[config.mk]
export PLATFORM = sky130hd
export DESIGN_NAME = pipe_stage_skid
export DESIGN_NICKNAME = d
export VERILOG_FILES = /design/src/rtl/pipe_pkg.sv /design/src/rtl/sat_counter.sv /design/src/rtl/pipe_stage_skid.sv
export SDC_FILE = /design/constraint.sdc
export NUM_CORES = 1
export LEC_CHECK = 0
export BUFFER_PORTS_ARGS = -buffer_cell sky130_fd_sc_hd__buf_4
export CELL_PAD_IN_SITES_DETAIL_PLACEMENT = 1
export CELL_PAD_IN_SITES_GLOBAL_PLACEMENT = 1
export CORE_MARGIN = 8
export CORE_UTILIZATION = 43
export CTS_CLUSTER_DIAMETER = 200
export DETAILED_ROUTE_END_ITERATION = 8
export HOLD_SLACK_MARGIN = 0.03
export PLACE_DENSITY_LB_ADDON = 0.2
export SLEW_MARGIN = 10
export SYNTH_ARGS = -nofsm -noshare
export SYNTH_HDL_FRONTEND = slang
export SYNTH_SLANG_ARGS = --single-unit
[constraint.sdc]
create_clock -name clk -period 4.1 [get_ports clk]
set_clock_uncertainty 0.15 [all_clocks]
set_input_delay 1.025 -clock clk [delete_from_list [all_inputs] [get_ports clk]]
set_output_delay 1.025 -clock clk [all_outputs]
set_load 0.05 [all_outputs]
[src/rtl/pipe_pkg.sv]
// Shared defaults and control-bit layout for the writeback pipeline stage.
package pipe_pkg;

  localparam int unsigned DATA_W_DEF = 64;
  localparam int unsigned CTRL_W_DEF = 2;
  localparam int unsigned RD_W_DEF   = 5;
  localparam int unsigned CNT_W_DEF  = 16;

  // Bit positions inside the control field.
  localparam int unsigned CTRL_MEM_TO_REG = 0;
  localparam int unsigned CTRL_REG_WRITE  = 1;

  // Decode the regWrite bit from a control field.
  function automatic logic reg_write(input logic [CTRL_W_DEF-1:0] ctrl);
    return ctrl[CTRL_REG_WRITE];
  endfunction

  // Decode the memToReg bit from a control field.
  function automatic logic mem_to_reg(input logic [CTRL_W_DEF-1:0] ctrl);
    return ctrl[CTRL_MEM_TO_REG];
  endfunction

endpackage

[src/rtl/sat_counter.sv]
// Saturating up-counter: counts inc cycles and holds at all-ones.
module sat_counter #(
  parameter int unsigned CNT_W = 16
) (
  input  logic             clk,
  input  logic             rst,
  input  logic             inc,
  output logic [CNT_W-1:0] count
);

  logic [CNT_W-1:0] count_q, count_d;

  // Increment unless already saturated.
  always_comb begin
    count_d = count_q;
    if (inc && (count_q != '1)) begin
      count_d = count_q + 1'b1;
    end
  end

  // Counter state with synchronous reset.
  always_ff @(posedge clk) begin
    if (rst) begin
      count_q <= '0;
    end else begin
      count_q <= count_d;
    end
  end

  assign count = count_q;

endmodule

[src/rtl/pipe_stage_skid.sv]
// Two-entry (main + skid) pipeline register with registered in_ready,
// flush, zeroed bubbles and a saturating back-pressure counter.
module pipe_stage_skid
  import pipe_pkg::*;
#(
  parameter int unsigned DATA_W = DATA_W_DEF,
  parameter int unsigned CTRL_W = CTRL_W_DEF,
  parameter int unsigned RD_W   = RD_W_DEF,
  parameter int unsigned CNT_W  = CNT_W_DEF
) (
  input  logic              clk,
  input  logic              rst,
  input  logic              flush,
  input  logic              in_valid,
  output logic              in_ready,
  input  logic [CTRL_W-1:0] in_ctrl,
  input  logic [RD_W-1:0]   in_rd,
  input  logic [DATA_W-1:0] in_data,
  output logic              out_valid,
  input  logic              out_ready,
  output logic [CTRL_W-1:0] out_ctrl,
  output logic [RD_W-1:0]   out_rd,
  output logic [DATA_W-1:0] out_data,
  output logic [CNT_W-1:0]  stall_cnt
);

  logic              main_valid_q, main_valid_d;
  logic [CTRL_W-1:0] main_ctrl_q, main_ctrl_d;
  logic [RD_W-1:0]   main_rd_q, main_rd_d;
  logic [DATA_W-1:0] main_data_q, main_data_d;

  logic              skid_valid_q, skid_valid_d;
  logic [CTRL_W-1:0] skid_ctrl_q, skid_ctrl_d;
  logic [RD_W-1:0]   skid_rd_q, skid_rd_d;
  logic [DATA_W-1:0] skid_data_q, skid_data_d;

  logic in_ready_q, in_ready_d;
  logic in_fire, out_fire, stall;

  assign in_fire  = in_valid & in_ready_q;
  assign out_fire = main_valid_q & out_ready;
  assign stall    = main_valid_q & ~out_ready;

  // Entry movement: main refills from skid first so order is preserved.
  always_comb begin
    main_valid_d = main_valid_q;
    main_ctrl_d  = main_ctrl_q;
    main_rd_d    = main_rd_q;
    main_data_d  = main_data_q;
    skid_valid_d = skid_valid_q;
    skid_ctrl_d  = skid_ctrl_q;
    skid_rd_d    = skid_rd_q;
    skid_data_d  = skid_data_q;

    if (!main_valid_q || out_fire) begin
      if (skid_valid_q) begin
        main_valid_d = 1'b1;
        main_ctrl_d  = skid_ctrl_q;
        main_rd_d    = skid_rd_q;
        main_data_d  = skid_data_q;
        skid_valid_d = 1'b0;
      end else if (in_fire) begin
        main_valid_d = 1'b1;
        main_ctrl_d  = in_ctrl;
        main_rd_d    = in_rd;
        main_data_d  = in_data;
      end else begin
        main_valid_d = 1'b0;
      end
    end else if (in_fire) begin
      // in_ready_q guarantees skid is empty here.
      skid_valid_d = 1'b1;
      skid_ctrl_d  = in_ctrl;
      skid_rd_d    = in_rd;
      skid_data_d  = in_data;
    end

    // Flush drops whatever is held or was just accepted; an output transfer
    // this cycle has already completed on the interface.
    if (flush) begin
      main_valid_d = 1'b0;
      skid_valid_d = 1'b0;
    end

    // Registered ready mirrors next-cycle skid occupancy, so out_ready
    // never reaches in_ready combinationally.
    in_ready_d = ~skid_valid_d;
  end

  // Entry storage and ready flop; reset wins over flush and transfers.
  always_ff @(posedge clk) begin
    if (rst) begin
      main_valid_q <= 1'b0;
      main_ctrl_q  <= '0;
      main_rd_q    <= '0;
      main_data_q  <= '0;
      skid_valid_q <= 1'b0;
      skid_ctrl_q  <= '0;
      skid_rd_q    <= '0;
      skid_data_q  <= '0;
      in_ready_q   <= 1'b1;
    end else begin
      main_valid_q <= main_valid_d;
      main_ctrl_q  <= main_ctrl_d;
      main_rd_q    <= main_rd_d;
      main_data_q  <= main_data_d;
      skid_valid_q <= skid_valid_d;
      skid_ctrl_q  <= skid_ctrl_d;
      skid_rd_q    <= skid_rd_d;
      skid_data_q  <= skid_data_d;
      in_ready_q   <= in_ready_d;
    end
  end

  // Bubbles present all-zero fields so regWrite can never leak out.
  always_comb begin
    out_valid = main_valid_q;
    out_ctrl  = '0;
    out_rd    = '0;
    out_data  = '0;
    if (main_valid_q) begin
      out_ctrl = main_ctrl_q;
      out_rd   = main_rd_q;
      out_data = main_data_q;
    end
  end

  assign in_ready = in_ready_q;

  sat_counter #(
    .CNT_W(CNT_W)
  ) u_stall_cnt (
    .clk  (clk),
    .rst  (rst),
    .inc  (stall),
    .count(stall_cnt)
  );

endmodule

==> results.rst, run 1 <==
.. list-table::
   :header-rows: 1

   * - Metric
     - Value
   * - Setup total negative slack
     - 0 ns
   * - Full die area
     - about 20,000 um2
   * - Post-synth EDFFs
     - 0
   * - Initial standard-cell utilization of the core
     - approximately 44%
   * - Final Hold Viols
     - 0
   * - Number of buffers on the longest clock path
     - 2
   * - Via count of the first global-routing pass
     - 6,695
   * - Critical Path Fanout Max
     - 40
   * - Non-filler cells in the finished layout
     - 1,166
   * - Post-layout total power
     - 3650 uW
   * - Tcrit/Tclk final
     - ~80%
   * - Shortest clock period the worst path allows after layout
     - 3.27 ns
   * - Net count, final
     - about 1,000
   * - Global-route usage over all layers
     - 20.0%
   * - DRT Wirelength
     - approximately 20,000 um
   * - Most area-consuming cells after synthesis
     - sky130_fd_sc_hd__dfxtp_1 (46%), sky130_fd_sc_hd__mux2i_1 (11%), sky130_fd_sc_hd__nand2_1 (8.0%)
   * - Synthesized Nets
     - 891
   * - Floorplan row count
     - 46
   * - Critical path start-end classification
     - register to output pin
   * - Power dissipated by switching net loads
     - 923 uW
   * - Routed via count divided by cell count
     - 5.32
   * - Total number of yosys warnings
     - 0
   * - Design internal power
     - 2730 uW
   * - Required arrival time at the worst endpoint
     - 2.92 ns
   * - # port buffers
     - 164
   * - CTS root buf
     - sky130_fd_sc_hd__clkbuf_16
   * - Post-synthesis async set-or-reset flop share
     - 0%
   * - Maximum number of pins on one net before global-route repair
     - 143
   * - CTS Hold Buffers Added
     - 0
   * - Main synth FF type
     - sky130_fd_sc_hd__dfxtp_1
   * - Post-synthesis instance total
     - 814
   * - Number of buffers created by CTS
     - 17
   * - Ant diodes
     - 0
   * - Worst setup timing slack at the placement stage
     - 1.05 ns
   * - Setup slack after layout
     - around 0.83 ns
   * - Slew @ Worst Pin
     - 1.12 ns
   * - Reported leakage power
     - 0.00336 uW
   * - Final setup violation count
     - 0
   * - Horizontal die dimension
     - approximately 140 um
   * - HP Class
     - register to register
   * - Library cell with the largest summed area after synthesis
     - sky130_fd_sc_hd__dfxtp_1
   * - CTS tree
     - done
   * - Chip height
     - 143 um
   * - Io pins
     - 165
   * - Max-cap check violation count
     - 0
   * - Inst Count DP
     - 1,134
   * - Signal arrival time at the worst endpoint
     - 2.10 ns
   * - Worst IR drop on VDD
     - 0.294 mV
   * - Yosys reg bits
     - 161
   * - Fmax achieved
     - 306 MHz
   * - Total congestion overflow after global routing
     - 0
   * - Worst skew pair latency
     - roughly 0.43 ns
   * - Count of H-tree levels built during CTS
     - 4
   * - Final Max Tran Viols
     - 0
   * - Worst slew slack as a fraction of its limit
     - 25.0%
   * - Core Footprint
     - 15,800 um2
   * - Setup repair after global routing missed its margin
     - false
   * - Distinct cell type count of the synthesized netlist
     - 41
   * - Final weighted congestion in routability-driven placement
     - 0.807
   * - Fraction of synthesized cell area taken by the top area cell type
     - 46.3%
   * - Commonest cells in the synthesized netlist
     - sky130_fd_sc_hd__dfxtp_1 (161), sky130_fd_sc_hd__nand2_1 (148), sky130_fd_sc_hd__nor2_1 (82)
   * - Power density over the cells
     - 412 nW/um2
   * - Drt pass-1 iters
     - 4
   * - Outcome
     - finished, final reports clean
   * - DRC violations left
     - 0
   * - Layout cell share with drive strength beyond 1
     - 22.3%
   * - Logic pwr share
     - around a tenth
   * - Routed len/inst
     - between 15 and 20 um
   * - Kind of capture point of the worst setup path
     - output pin
   * - Area added between synthesis and finish
     - 27.3%
   * - Via total after detailed routing
     - just over 6,000
   * - Syn avg cell area
     - 8.55 um2
   * - Post-detailed-placement half-perimeter wirelength
     - around 14,000 um
   * - Count of clock tree sinks
     - 161
   * - Share of the yosys chip area belonging to registers
     - 46.3%
   * - Switching part of the total
     - around a quarter
   * - Setup crit start kind
     - register
   * - Final antenna-violating net count
     - 0
   * - Clock group share of total power
     - 44.9%
   * - Top-count cell post-synth
     - sky130_fd_sc_hd__dfxtp_1
   * - PostCTS Resize Cnt
     - 0
   * - Clock-pin slew of the registers on the worst-case setup and hold paths
     - ~0.060 ns
   * - First-pass GRT wire length
     - 32,900 um
   * - Antenna violations before repair
     - 0
   * - Share of total power in sequential cells
     - 45.6%
   * - Post CTS Setup Buffer Count
     - 0
   * - Cell area after synthesis
     - 6960 um2
   * - First-iteration detailed-routing DRC count
     - 268
## critical path, stage by stage (launching register included)
cell and delay (ns):
sky130_fd_sc_hd__dfxtp_2 0.78, sky130_fd_sc_hd__buf_4 0.44, sky130_fd_sc_hd__and2_1 0.23, sky130_fd_sc_hd__buf_4 0.21
## cells by family after synthesis
| group | share of synthesized area (%) |
|---|---|
| flops | 46.3 |
| buf+inv | 4.33 |
| compound gates | 14.6 |
| mux | 11.3 |
| simple gates | 23.3 |
| fa+ha+maj | 0.180 |
## routing by layer
layer	track usage [%]	up-vias	wire length, um
met1	22.8	3013	8700
li1	-	3032	-
met3	4.71	26	1010
met2	35.6	131	10300
met4	7.66	0	420
met5	0	-	0
## through the flow
step | area [um2] | util, % | hold WS, ns
finish | 8860 | 56.0 | 0.305
floorplan | 6960 | - | 0.286
global placement | 8250 | 52.1 | 0.291
global route | 8860 | 56.0 | 0.325
CTS | 8860 | 56.0 | 0.308
detailed placement | 8250 | 52.1 | 0.300
## power groups by stage
stage | Clock (uW) | Sequential, uW | Combinational, uW
2_1_floorplan | 0 | 1690 | 215
3_3_place_gp | 0 | 1700 | 331
3_5_place_dp | 0 | 1700 | 345
4_1_cts | 1670 | 1670 | 348
5_1_grt | 1730 | 1670 | 375
6_report | 1640 | 1670 | 344
## area by class of cell
cell class | instances | area (um2)
Fill cell | 1894 | 6970
Multi-Input combinational cell | 585 | 3450
Timing Repair Buffer | 171 | 1300
Clock buffer | 17 | 425
Inverter | 1 | 3.75
Tap cell | 216 | 270
Sequential cell | 161 | 3230
Clock inverter | 15 | 181
## state kept, by name, indices dropped and copies added (netlist names)
| register | cells |
|---|---|
| main_data_q | 64 |
| skid_data_q | 64 |
| u_stall_cnt.count | 16 |
| main_rd_q | 5 |
| skid_rd_q | 5 |
| main_ctrl_q | 2 |
| skid_ctrl_q | 2 |
| in_ready | 1 |
| out_valid | 1 |
| skid_valid_q | 1 |
## path summary, 6_finish.rpt
path | depth (start not counted) | slack (ns) | start | end
worst min-delay path | 2 | 0.31 | skid_rd_q[1]$_SDFFE_PP0P_ | skid_rd_q[1]$_SDFFE_PP0P_
worst max-delay path | 3 | 0.83 | out_valid$_SDFFE_PP0P_ | out_data[24]
worst min register to register | 2 | 0.31 | skid_rd_q[1]$_SDFFE_PP0P_ | skid_rd_q[1]$_SDFFE_PP0P_
worst max register to register | 5 | 1.40 | out_valid$_SDFFE_PP0P_ | skid_data_q[49]$_SDFFE_PP0P_
## cell usage in the layout, fill, tap and decap left out, types with 3 or more instances in the layout
cell	Yosys	routed
sky130_fd_sc_hd__nor3_1	4	4
sky130_fd_sc_hd__nand2_1	148	148
sky130_fd_sc_hd__dfxtp_1	161	159
sky130_fd_sc_hd__nor2b_1	5	5
sky130_fd_sc_hd__or4_1	3	3
sky130_fd_sc_hd__nand4_1	4	4
sky130_fd_sc_hd__mux2i_1	73	73
sky130_fd_sc_hd__or3_1	3	3
sky130_fd_sc_hd__clkinvlp_4	0	5
sky130_fd_sc_hd__a211oi_1	72	72
sky130_fd_sc_hd__nand3_1	5	4
sky130_fd_sc_hd__bufinv_16	0	3
sky130_fd_sc_hd__nor2_1	82	82
sky130_fd_sc_hd__buf_4	3	170
sky130_fd_sc_hd__clkbuf_16	0	17
sky130_fd_sc_hd__a21oi_1	80	80
sky130_fd_sc_hd__mux2_1	5	5
sky130_fd_sc_hd__a311oi_1	3	3
sky130_fd_sc_hd__and2_1	71	71
sky130_fd_sc_hd__nand2b_1	3	3
sky130_fd_sc_hd__inv_6	0	4
Note: power is estimated with default switching activity, not from simulation.
==> run 2: changes to the inputs <==
--- a/config.mk
+++ b/config.mk
@@ -5,11 +5,12 @@
 export SDC_FILE = /design/constraint.sdc
 export NUM_CORES = 1
 export LEC_CHECK = 0
+export ABC_AREA = 1
 export BUFFER_PORTS_ARGS = -buffer_cell sky130_fd_sc_hd__buf_4
 export CELL_PAD_IN_SITES_DETAIL_PLACEMENT = 1
 export CELL_PAD_IN_SITES_GLOBAL_PLACEMENT = 1
 export CORE_MARGIN = 8
-export CORE_UTILIZATION = 43
+export CORE_UTILIZATION = 34
 export CTS_CLUSTER_DIAMETER = 200
 export DETAILED_ROUTE_END_ITERATION = 8
 export HOLD_SLACK_MARGIN = 0.03
==> constraint.sdc (replaced) <==
create_clock -name clk -period 3 [get_ports clk]
set_clock_uncertainty 0.15 [all_clocks]
set_input_delay 0.75 -clock clk [delete_from_list [all_inputs] [get_ports clk]]
set_output_delay 0.75 -clock clk [all_outputs]
set_load 0.05 [all_outputs]
==> results.rst, run 2 <==
.. list-table::
   :header-rows: 1

   * - Metric
     - Value
   * - Outcome
     - finished, final reports clean
   * - Count of H-tree levels built during CTS
     - 4 (unchanged)
   * - Critical Path Fanout Max
     - 74 (+85%)
   * - Post-detailed-placement half-perimeter wirelength
     - 13,600 um (+0.96%)
   * - Fmax achieved
     - approximately 370 MHz
   * - Full die area
     - 25,800 um2 (+26%)
   * - Synthesized Nets
     - 1,094 (+23%)
   * - Power density over the cells
     - 545 nW/um2 (+32%)
   * - Worst skew pair latency
     - 0.42 ns (about the same)
   * - Routed len/inst
     - 15.3 um (-13%)
   * - Via total after detailed routing
     - 6,831 (+10%)
   * - Fraction of synthesized cell area taken by the top area cell type
     - 45.4% (-0.97 points)
   * - Signal arrival time at the worst endpoint
     - 1.81 ns (-0.29 ns)
   * - Io pins
     - 165 (unchanged)
   * - Kind of capture point of the worst setup path
     - output pin
   * - First-pass GRT wire length
     - 36,100 um (+9.7%)
   * - Crit-path slowest cell
     - sky130_fd_sc_hd__dfxtp_4
   * - Routed via count divided by cell count
     - 4.80 (-9.8%)
   * - Layout fillers
     - 2,629 (+39%)
   * - Net count, final
     - 1,212 (+20%)
   * - Via count of the first global-routing pass
     - 7,002 (+4.6%)
   * - Tcrit/Tclk final
     - around 90%
   * - Initial standard-cell utilization of the core
     - 34.2% (-9.7 points)
   * - Yosys reg bits
     - 161 (unchanged)
   * - Maximum number of pins on one net before global-route repair
     - 75 (-48%)
   * - Global routing usage on met3
     - 3.74% (-0.97 points)
   * - Global-route met2 utilization
     - 28.5% (-7.1 points)
   * - Most used cells in the layout excluding fill and tap cells
     - sky130_fd_sc_hd__nand2_1 (249), sky130_fd_sc_hd__buf_4 (171), sky130_fd_sc_hd__dfxtp_1 (159)
   * - Clock-pin slew of the registers on the worst-case setup and hold paths
     - 0.06 ns (about the same)
   * - Number of buffers on the longest clock path
     - 2 (unchanged)
   * - Reported leakage power
     - 0.00445 uW (+32%)
   * - Drt pass-1 iters
     - 4 (unchanged)
   * - CTS Hold Buffers Added
     - 0 (unchanged)
   * - Setup repair after global routing missed its margin
     - false
   * - Required arrival time at the worst endpoint
     - 2.10 ns (-0.82 ns)
   * - CTS tree
     - done
   * - Post-synthesis instance total
     - 1,017 (+25%)
   * - Antenna violations before repair
     - 1 (+1)
   * - Most area-consuming cells after synthesis
     - sky130_fd_sc_hd__dfxtp_1 (45%), sky130_fd_sc_hd__nand2_1 (13%), sky130_fd_sc_hd__o21ai_0 (8.8%)
   * - Post CTS Setup Buffer Count
     - 0 (unchanged)
   * - Post-route design area
     - 9050 um2 (+2.2%)
   * - Floorplan row count
     - 53 (+15%)
   * - Max-cap check violation count
     - 0 (unchanged)
   * - Post-synth EDFFs
     - 0 (unchanged)
   * - Met1 Resource Use GR
     - 21.0% (-1.8 points)
   * - Largest delay share family, worst path
     - flip-flops
   * - # port buffers
     - 164 (unchanged)
   * - Commonest cells in the synthesized netlist
     - sky130_fd_sc_hd__nand2_1 (250), sky130_fd_sc_hd__dfxtp_1 (161), sky130_fd_sc_hd__o21ai_0 (125)
   * - Total congestion overflow after global routing
     - 0 (unchanged)
   * - Final setup violation count
     - 0 (unchanged)
   * - Top-count cell post-synth
     - sky130_fd_sc_hd__nand2_1
   * - Total number of yosys warnings
     - 0 (unchanged)
   * - DRT Wirelength
     - 21,700 um (+6.3%)
   * - Final Hold Viols
     - 0 (unchanged)
   * - CTS root buf
     - sky130_fd_sc_hd__clkbuf_16
   * - Final antenna-violating net count
     - 0 (unchanged)
   * - Number of buffers created by CTS
     - 17 (unchanged)
   * - Final weighted congestion in routability-driven placement
     - 0.736 (-8.8%)
   * - Shortest clock period the worst path allows after layout
     - 2.71 ns
   * - Worst IR drop on VDD
     - 0.362 mV (+23%)
   * - Area post-placement
     - 8480 um2 (+2.8%)
   * - CP Cell Sequence
     - nand2_1 > inv_1 > buf_4
   * - Area added between synthesis and finish
     - 27.4% (about the same)
   * - Worst slew slack as a fraction of its limit
     - 42.1% (+17 points)
   * - Busiest metal layer after global routing
     - met2
   * - Layout cell share with drive strength beyond 1
     - 19.9% (-2.4 points)
   * - Final Max Tran Viols
     - 0 (unchanged)
   * - Post-synthesis async set-or-reset flop share
     - 0% (unchanged)
   * - HP Class
     - register to register
   * - Buffers plus inverters on the worst setup path
     - 2 (unchanged)
   * - Critical path start-end classification
     - register to output pin
   * - First-iteration detailed-routing DRC count
     - 246 (-8.2%)
   * - Count of clock tree sinks
     - 161 (unchanged)
   * - DRC violations left
     - 0 (unchanged)
   * - Distinct cell type count of the synthesized netlist
     - 26 (-37%)
   * - Slew @ Worst Pin
     - 0.868 ns (-0.256 ns)
   * - Share of the yosys chip area belonging to registers
     - 45.4% (-0.97 points)
   * - PostCTS Resize Cnt
     - 0 (unchanged)
   * - Library cell with the largest summed area after synthesis
     - sky130_fd_sc_hd__dfxtp_1
   * - Most common cell after layout, fill and taps aside
     - sky130_fd_sc_hd__nand2_1
   * - Main synth FF type
     - sky130_fd_sc_hd__dfxtp_1
   * - Critical path's largest stage delay
     - 0.89 ns (+0.11 ns)
   * - Core Footprint
     - 20,800 um2 (+31%)
   * - Syn avg cell area
     - 6.99 um2 (-18%)
   * - Chip height
     - 161 um (+12%)
   * - Horizontal die dimension
     - 161 um (+12%)
   * - Cell area after synthesis
     - 7110 um2 (+2.1%)
   * - Setup total negative slack
     - 0 ns (unchanged)
   * - Setup crit start kind
     - register
   * - Global-route usage over all layers
     - 16.9% (-3.2 points)
[run 2: changes by cell type in the layout (fill, tap and decap cells not counted), moves of 72 or more]
cell / delta
sky130_fd_sc_hd__a211oi_1: -72
sky130_fd_sc_hd__mux2i_1: -73
sky130_fd_sc_hd__nand2_1: +101
sky130_fd_sc_hd__inv_1: +112
sky130_fd_sc_hd__o21ai_0: +124
[run 2: cell families after synthesis]
logic type               Yosys count  synth area share [%]
AND/OR/NAND/NOR                  405                  23.7
flip-flops                       161                  45.4
AO/OA/AOI/OAI                    257                  19.4
adder cells (fa/ha/maj)            1                 0.176
buffers and inverters            193                  11.4
[run 2: cell type report]
cell class / count / area [um2] / area share [%]
diodes: 1 / 2.50 / 0.0276
clock buffers: 18 / 439 / 4.85
clock inverters: 13 / 129 / 1.42
inverters: 116 / 443 / 4.89
multi-input cells: 663 / 3080 / 34.0
flip-flops and latches: 161 / 3230 / 35.7
well taps: 275 / 344 / 3.80
repair buffers: 176 / 1380 / 15.3
[run 2: through the flow]
step                worst slack [ns]  utilization (%)  hold WS, ns  power (uW)  instances
global route                   0.145             43.6        0.337        5150       1423
detailed placement             0.672             40.9        0.311        2880       1391
floorplan                      0.574                -        0.297        2660       1017
CTS                            0.217             43.6        0.320        5010       1422
global placement               0.690             40.9        0.307        2870       1391
finish                         0.292             43.6        0.318        4930       1423
[run 2: where the power goes]
part / leakage, uW / internal [uW] / total (uW) / switching [uW]
clock network: 0.000264 / 1180 / 2110 / 930
logic: 0.00287 / 196 / 509 / 314
registers: 0.00132 / 2240 / 2320 / 73.0
total: 0.00445 / 3620 / 4930 / 1320
[run 2: worst min-delay path, delay by kind of cell, from the launching register on]
family | cells | cell delay, ns
simple gates | 1 | 0.05
compound gates | 1 | 0.07
flops | 1 | 0.31
[run 2: layer usage]
layer	share of wire, %	up-vias
met5	0	-
met4	1.3	0
met3	3.9	16
met2	48	104
met1	47	3185
li1	-	3526
[run 2: final timing paths]
| check | cells past startpoint | from | slack [ns] | endpoint |
|---|---|---|---|---|
| max | 3 | out_valid$_SDFFE_PP0P_ | 0.29 | out_ctrl[1] |
| min | 2 | skid_data_q[48]$_SDFFE_PP0P_ | 0.32 | main_data_q[48]$_SDFFE_PP0P_ |
| max reg2reg | 6 | out_valid$_SDFFE_PP0P_ | 0.73 | main_data_q[57]$_SDFFE_PP0P_ |
| min reg2reg | 2 | skid_data_q[48]$_SDFFE_PP0P_ | 0.32 | main_data_q[48]$_SDFFE_PP0P_ |
